===== src/rtl/mips_instr_encoder_pkg.sv =====
// Shared MIPS encoding constants, request op-class codes and encoder result type
// for the IM-image builder.
package mips_instr_encoder_pkg;

  localparam int CNT_W = 11;

  // Primary opcodes (instr[31:26])
  localparam logic [5:0] OP_SPECIAL = 6'h00;
  localparam logic [5:0] OP_JAL     = 6'h03;
  localparam logic [5:0] OP_BEQ     = 6'h04;
  localparam logic [5:0] OP_ORI     = 6'h0D;
  localparam logic [5:0] OP_LUI     = 6'h0F;
  localparam logic [5:0] OP_LW      = 6'h23;
  localparam logic [5:0] OP_SW      = 6'h2B;

  // SPECIAL funct codes (instr[5:0])
  localparam logic [5:0] FN_JR   = 6'h08;
  localparam logic [5:0] FN_ADDU = 6'h21;
  localparam logic [5:0] FN_SUBU = 6'h23;

  // ALU / branch selects shared with the decoder side
  typedef enum logic [1:0] {
    ALU_ADD = 2'd0,
    ALU_SUB = 2'd1,
    ALU_OR  = 2'd2,
    ALU_LUI = 2'd3
  } alu_op_e;

  typedef enum logic [3:0] {
    REQ_NOP  = 4'd0,
    REQ_ADDU = 4'd1,
    REQ_SUBU = 4'd2,
    REQ_ORI  = 4'd3,
    REQ_LW   = 4'd4,
    REQ_SW   = 4'd5,
    REQ_BEQ  = 4'd6,
    REQ_LUI  = 4'd7,
    REQ_JAL  = 4'd8,
    REQ_JR   = 4'd9
  } req_op_e;

  typedef struct packed {
    logic        legal;
    logic [31:0] word;
  } enc_t;

endpackage


===== src/rtl/mips_instr_encoder_instr_fifo.sv =====
// Synchronous FIFO holding encoded instruction words between the request side
// and the IM write port. DEPTH must be a power of two (pointers wrap naturally).
module instr_fifo #(
  parameter int WIDTH = 32,
  parameter int DEPTH = 4
) (
  input  logic                       clk,
  input  logic                       reset,
  input  logic                       i_push,
  input  logic                       i_pop,
  input  logic [WIDTH-1:0]           i_data,
  output logic [WIDTH-1:0]           o_data,
  output logic [$clog2(DEPTH):0]     o_count,
  output logic                       o_full,
  output logic                       o_empty
);

  localparam int AW = $clog2(DEPTH);
  localparam int CW = AW + 1;

  logic [WIDTH-1:0] r_mem [DEPTH];
  logic [AW-1:0]    r_wr_ptr;
  logic [AW-1:0]    r_rd_ptr;
  logic [CW-1:0]    r_count;

  logic w_push;
  logic w_pop;

  assign o_full  = (r_count == CW'(DEPTH));
  assign o_empty = (r_count == '0);
  assign o_count = r_count;
  assign o_data  = r_mem[r_rd_ptr];

  assign w_push = i_push && !o_full;
  assign w_pop  = i_pop && !o_empty;

  // NOTE: sequential state uses non-blocking assignments so every register
  // samples pre-edge values, independent of block ordering.
  always_ff @(posedge clk) begin
    if (reset) begin
      r_wr_ptr <= '0;
      r_rd_ptr <= '0;
      r_count  <= '0;
    end else begin
      if (w_push) r_wr_ptr <= r_wr_ptr + AW'(1);
      if (w_pop)  r_rd_ptr <= r_rd_ptr + AW'(1);
      case ({w_push, w_pop})
        2'b10:   r_count <= r_count + CW'(1);
        2'b01:   r_count <= r_count - CW'(1);
        default: r_count <= r_count;
      endcase
    end
  end

  // NOTE: storage is deliberately not reset; validity is tracked by the
  // pointers/count, so clearing the array would only cost reset fan-out.
  always_ff @(posedge clk) begin
    if (w_push) r_mem[r_wr_ptr] <= i_data;
  end

endmodule


===== src/rtl/mips_instr_encoder.sv =====
// Encodes symbolic instruction requests into MIPS words and streams them, with
// sequential byte addresses, into the instruction-memory write port.
module mips_instr_encoder
  import mips_instr_encoder_pkg::*;
#(
  parameter logic [31:0] BASE_ADDR  = 32'h0000_3000,
  parameter int          IM_WORDS   = 1024,
  parameter int          FIFO_DEPTH = 4
) (
  input  logic        clk,
  input  logic        reset,
  input  logic        req_valid,
  output logic        req_ready,
  input  logic [3:0]  req_op,
  input  logic [4:0]  req_rs,
  input  logic [4:0]  req_rt,
  input  logic [4:0]  req_rd,
  input  logic [15:0] req_imm,
  input  logic [25:0] req_target,
  output logic        out_valid,
  input  logic        out_ready,
  output logic [31:0] out_addr,
  output logic [31:0] out_data,
  output logic [10:0] issued_cnt,
  output logic [10:0] written_cnt,
  output logic        err,
  output logic        done
);

  localparam int                CW         = $clog2(FIFO_DEPTH) + 1;
  localparam logic [CNT_W-1:0]  IM_WORDS_C = CNT_W'(IM_WORDS);

  function automatic enc_t encode(
    input logic [3:0]  op,
    input logic [4:0]  rs,
    input logic [4:0]  rt,
    input logic [4:0]  rd,
    input logic [15:0] imm,
    input logic [25:0] target
  );
    enc_t e;
    // NOTE: every field gets a default before the case so no path leaves a
    // value unassigned; in an always_comb the same omission infers a latch.
    e.legal = 1'b1;
    e.word  = '0;
    case (req_op_e'(op))
      REQ_NOP:  e.word = 32'h0;
      REQ_ADDU: e.word = {OP_SPECIAL, rs, rt, rd, 5'h0, FN_ADDU};
      REQ_SUBU: e.word = {OP_SPECIAL, rs, rt, rd, 5'h0, FN_SUBU};
      REQ_ORI:  e.word = {OP_ORI, rs, rt, imm};
      REQ_LW:   e.word = {OP_LW, rs, rt, imm};
      REQ_SW:   e.word = {OP_SW, rs, rt, imm};
      REQ_BEQ:  e.word = {OP_BEQ, rs, rt, imm};
      REQ_LUI:  e.word = {OP_LUI, 5'h0, rt, imm};
      REQ_JAL:  e.word = {OP_JAL, target};
      REQ_JR:   e.word = {OP_SPECIAL, rs, 15'h0, FN_JR};
      default:  e.legal = 1'b0;
    endcase
    return e;
  endfunction

  logic [CNT_W-1:0] r_issued_cnt;
  logic [CNT_W-1:0] r_written_cnt;
  logic             r_err;

  enc_t             w_enc;
  logic             w_accept;
  logic             w_push;
  logic             w_pop;
  logic [31:0]      w_head;
  logic [CW-1:0]    w_count;
  logic             w_full;
  logic             w_empty;

  assign w_enc = encode(req_op, req_rs, req_rt, req_rd, req_imm, req_target);

  // Ready looks only at registered state, never at out_ready.
  assign req_ready = !reset && (w_count < CW'(FIFO_DEPTH)) && (r_issued_cnt < IM_WORDS_C);
  assign w_accept  = req_valid && req_ready;
  assign w_push    = w_accept && w_enc.legal && !w_full;
  assign w_pop     = out_valid && out_ready;

  instr_fifo #(
    .WIDTH (32),
    .DEPTH (FIFO_DEPTH)
  ) u_fifo (
    .clk     (clk),
    .reset   (reset),
    .i_push  (w_push),
    .i_pop   (w_pop),
    .i_data  (w_enc.word),
    .o_data  (w_head),
    .o_count (w_count),
    .o_full  (w_full),
    .o_empty (w_empty)
  );

  always_ff @(posedge clk) begin
    if (reset) begin
      r_issued_cnt  <= '0;
      r_written_cnt <= '0;
      r_err         <= 1'b0;
    end else begin
      if (w_push)                  r_issued_cnt  <= r_issued_cnt + CNT_W'(1);
      if (w_pop)                   r_written_cnt <= r_written_cnt + CNT_W'(1);
      if (w_accept && !w_enc.legal) r_err        <= 1'b1;
    end
  end

  assign out_valid   = !w_empty;
  assign out_data    = w_empty ? 32'h0 : w_head;
  assign out_addr    = BASE_ADDR + (32'(r_written_cnt) << 2);
  assign issued_cnt  = r_issued_cnt;
  assign written_cnt = r_written_cnt;
  assign err         = r_err;
  assign done        = (r_written_cnt == IM_WORDS_C);

endmodule


===== config.mk =====
export PLATFORM = sky130hd
export DESIGN_NAME = mips_instr_encoder
export DESIGN_NICKNAME = d
export VERILOG_FILES = /design/src/rtl/mips_instr_encoder_pkg.sv /design/src/rtl/mips_instr_encoder_instr_fifo.sv /design/src/rtl/mips_instr_encoder.sv
export SDC_FILE = /design/constraint.sdc
export NUM_CORES = 1
export LEC_CHECK = 0
export ABC_AREA = 1
export CORE_UTILIZATION = 52
export CTS_CLUSTER_SIZE = 28
export DETAILED_ROUTE_END_ITERATION = 6
export PLACE_DENSITY = 0.81
export SLEW_MARGIN = 20
export SYNTH_ARGS = -nofsm -noshare
export SYNTH_HDL_FRONTEND = slang
export SYNTH_HIERARCHICAL = 1
export SYNTH_SLANG_ARGS = --single-unit

===== constraint.sdc =====
create_clock -name clk -period 4 [get_ports clk]
set_input_delay 0.6 -clock clk [delete_from_list [all_inputs] [get_ports clk]]
set_output_delay 0.6 -clock clk [all_outputs]
set_load 0.1 [all_outputs]

==> PnR_summary.wiki <==
{| class="wikitable"
! Metric !! Value
|-
| TritonCTS clock tree || built
|-
| Final critical-path share of the clock period || 77.3%
|-
| Commonest cells in the netlist || sky130_fd_sc_hd__nor2_1, sky130_fd_sc_hd__edfxtp_1, sky130_fd_sc_hd__nand2_1
|-
| Largest net degree at the start of global routing || 65
|-
| Antenna violations before repair || 0
|-
| Run status || completed
|-
| Site row count || 43
|-
| Die Area || 15000 µm²
|-
| Mapped cell area || 7550 µm²
|-
| Vias after detailed routing || 5879
|-
| Routed length per instance || 15.8 µm
|-
| Non-filler instance count after layout || 1108
|-
| Post-DP HPWL || 11800 µm
|-
| I/O pins || 155
|-
| Layout-stage area growth over the synthesis result || 24.7%
|-
| Worst clock skew on the final layout || 10.2 ps
|-
| Number of cells produced by synthesis || 781
|-
| Worst relative slew slack || 33.0%
|-
| Number of iterations in the first detailed-routing pass || 4
|-
| Overall die height || 123 µm
|-
| Crit path arrival time || 2490 ps
|-
| Critical path's slowest cell || sky130_fd_sc_hd__clkdlybuf4s50_1
|-
| HP Class || register to register
|-
| Num CTS Buffers || 17
|-
| Clk pin slew, worst setup/hold paths || 70 ps
|-
| Placed Cells || 1076
|-
| Number of hold-repair buffers added at the cts stage || 0
|-
| Worst-case clock buffer depth || 2
|-
| Data required time of the worst path || 3400 ps
|-
| Yosys reg bits || 160
|-
| Transition time at the pin with the least slew margin || 1000 ps
|-
| Maximum cell stage delay along the critical path || 1170 ps
|-
| Floorplan core area || 14000 µm²
|-
| Sequence of cells on the critical path || inv_1 -> ha_1 -> nand3_1 -> nor4_2 -> clkdlybuf4s50_1
|-
| First-pass GRT wire length || 27000 µm
|-
| Number of sinks on the clock net || 160
|-
| Worst-path maximum fanout || 6
|-
| Worst supply voltage drop on vdd || 0.292 mV
|-
| Initial core utilization || 53.8%
|-
| Yosys synthesis warning count || 6
|-
| Post-synthesis async set-or-reset flop share || 0%
|-
| Vias per cell || 5.31
|-
| Static leakage || 0.00374 µW
|-
| Fmax || 323 MHz
|-
| Setup CP Type || register to output pin
|-
| Quantity of gates resized following cts || 0
|-
| Starting DRC count in detailed routing || 415
|-
| Post-layout nets || 989
|-
| Area share of the largest cell type after synthesis || 50.9%
|-
| Final Max Tran Viols || 0
|-
| Post-CTS Setup Bufs || 0
|-
| Congestion Overflow GR || 0
|-
| Reported max-cap violation count || 0
|-
| Die outline width || 123 µm
|-
| Setup violations, final || 0
|-
| Post-layout instance area || 9420 µm²
|-
| Library cells used by synthesis || 36
|-
| Global-route usage over all layers || 24.2%
|-
| Antenna cell count || 0
|-
| Clock tree root buffer cell || sky130_fd_sc_hd__clkbuf_16
|-
| Vias in the first global route || 5355
|-
| Count of flip-flops with a built-in enable after synthesis || 128
|-
| Unrepaired setup endpoints after global routing || no
|-
| DRC violations left || 0
|-
| Buffers on Ports || 135
|-
| Summed negative setup slack over all endpoints || 0 ps
|-
| Avg Synthesized Cell Area || 9.67 µm²
|-
| Type of origin of the critical path || register
|-
| Cell with the most instances after synthesis || sky130_fd_sc_hd__nor2_1
|-
| Worst-Skew Late Latency || 410 ps
|-
| Antenna-violating nets left || 0
|-
| Kind of end point of the critical path || output pin
|-
| Top FF cell, synth || sky130_fd_sc_hd__edfxtp_1
|-
| Post-placement cell area || 8840 µm²
|-
| Power density of the placed cells || 461 nW/µm²
|-
| GP Congestion || 0.889
|-
| Final worst path period need || 3090 ps
|-
| Sequential area share after synthesis || 59.4%
|-
| Top cell type by total area after synthesis || sky130_fd_sc_hd__edfxtp_1
|-
| Total wire length after detailed routing || 17500 µm
|-
| Number of hold-slack violations in the final timing report || 0
|-
| Fraction of layout instances using a drive strength above 1 || 12.0%
|-
| Total number of H-tree levels || 4
|-
| Most area-consuming cells after synthesis || sky130_fd_sc_hd__edfxtp_1, sky130_fd_sc_hd__dfxtp_1, sky130_fd_sc_hd__nor2_1
|}
[per-layer routing]
layer	routed length [µm]	GRT usage [%]
met2	8380	40.3
met1	7570	31.0
met3	1180	4.83
met5	0	0
met4	373	9.30
[layout make-up]
class / count / area [µm²]
fillers: 1063 / 4620
flip-flops and latches: 160 / 4490
multi-input cells: 494 / 2390
repair buffers: 152 / 1390
clock buffers: 17 / 425
inverters: 90 / 345
well taps: 180 / 225
clock inverters: 15 / 150
[sequential cells by signal (all words and copies together), names as in the netlist, named ones only]
signal           flops
u_fifo/r_wr_ptr      2
u_fifo/r_rd_ptr      2
u_fifo/o_count       3
written_cnt         11
u_fifo/r_mem       128
err                  1
issued_cnt          11
[cell usage in the layout, fill, tap and decap left out, types with 2 or more instances in the layout]
cell type and instances:
sky130_fd_sc_hd__clkdlybuf4s50_1 101, sky130_fd_sc_hd__o21ai_0 54, sky130_fd_sc_hd__nand2_2 3, sky130_fd_sc_hd__inv_6 6, sky130_fd_sc_hd__nand2_1 123, sky130_fd_sc_hd__dfxtp_1 31
sky130_fd_sc_hd__inv_1 86, sky130_fd_sc_hd__clkinv_4 5, sky130_fd_sc_hd__o22ai_1 32, sky130_fd_sc_hd__nand3_2 3, sky130_fd_sc_hd__nand4_1 7, sky130_fd_sc_hd__a21oi_1 20
sky130_fd_sc_hd__nor3_4 2, sky130_fd_sc_hd__nor2_2 2, sky130_fd_sc_hd__nand2_4 2, sky130_fd_sc_hd__nor2_4 8, sky130_fd_sc_hd__nand3_1 25, sky130_fd_sc_hd__inv_2 3
sky130_fd_sc_hd__ha_1 8, sky130_fd_sc_hd__buf_4 51, sky130_fd_sc_hd__conb_1 23, sky130_fd_sc_hd__clkbuf_16 17, sky130_fd_sc_hd__inv_8 2, sky130_fd_sc_hd__a31oi_1 2
sky130_fd_sc_hd__o21ai_1 28, sky130_fd_sc_hd__nor2_1 136, sky130_fd_sc_hd__edfxtp_1 128, sky130_fd_sc_hd__nor3_1 8
[critical path: cells and delay by family (launching register included)]
| kind | cells | cell delay, ps |
|---|---|---|
| buffers and inverters | 2 | 1240 |
| flip-flops | 1 | 360 |
| AND/OR/NAND/NOR | 2 | 310 |
| adder cells (fa/ha/maj) | 1 | 150 |
[metrics by stage]
stage               util [%]  power, µW  hold WS [ps]  setup WS (ps)
global route            67.1       4480           529            785
CTS                     67.1       4360           495            861
finish                  67.1       4340           490            906
global placement        63.0       2820           472            843
detailed placement      63.0       2820           476            796
floorplan                  -       2610           459            483
[power by group]
group	switching, µW	internal (µW)	leakage [µW]
combinational	722	206	0.00202
clock	673	876	0.000282
sequential	25.2	1840	0.00144
[final timing paths]
check,startpoint,end,slack [ps],depth (start not counted)
max,written_cnt[0],done,910,5
min,err,err,490,2
max reg2reg,u_fifo/o_count[1],u_fifo/r_mem[2][20],1600,7
min reg2reg,err,err,490,2
[cell families after synthesis]
| kind of cell | synth area share (%) |
|---|---|
| xor gates and xnor gates | 0.116 |
| and+or+nand+nor | 18.6 |
| other | 0.0497 |
| AOI/OAI and AO/OA | 9.77 |
| DFF | 59.4 |
| adders and majority gates | 1.59 |
| buffers and inverters | 10.5 |
Note: power is estimated with default switching activity, not from simulation.
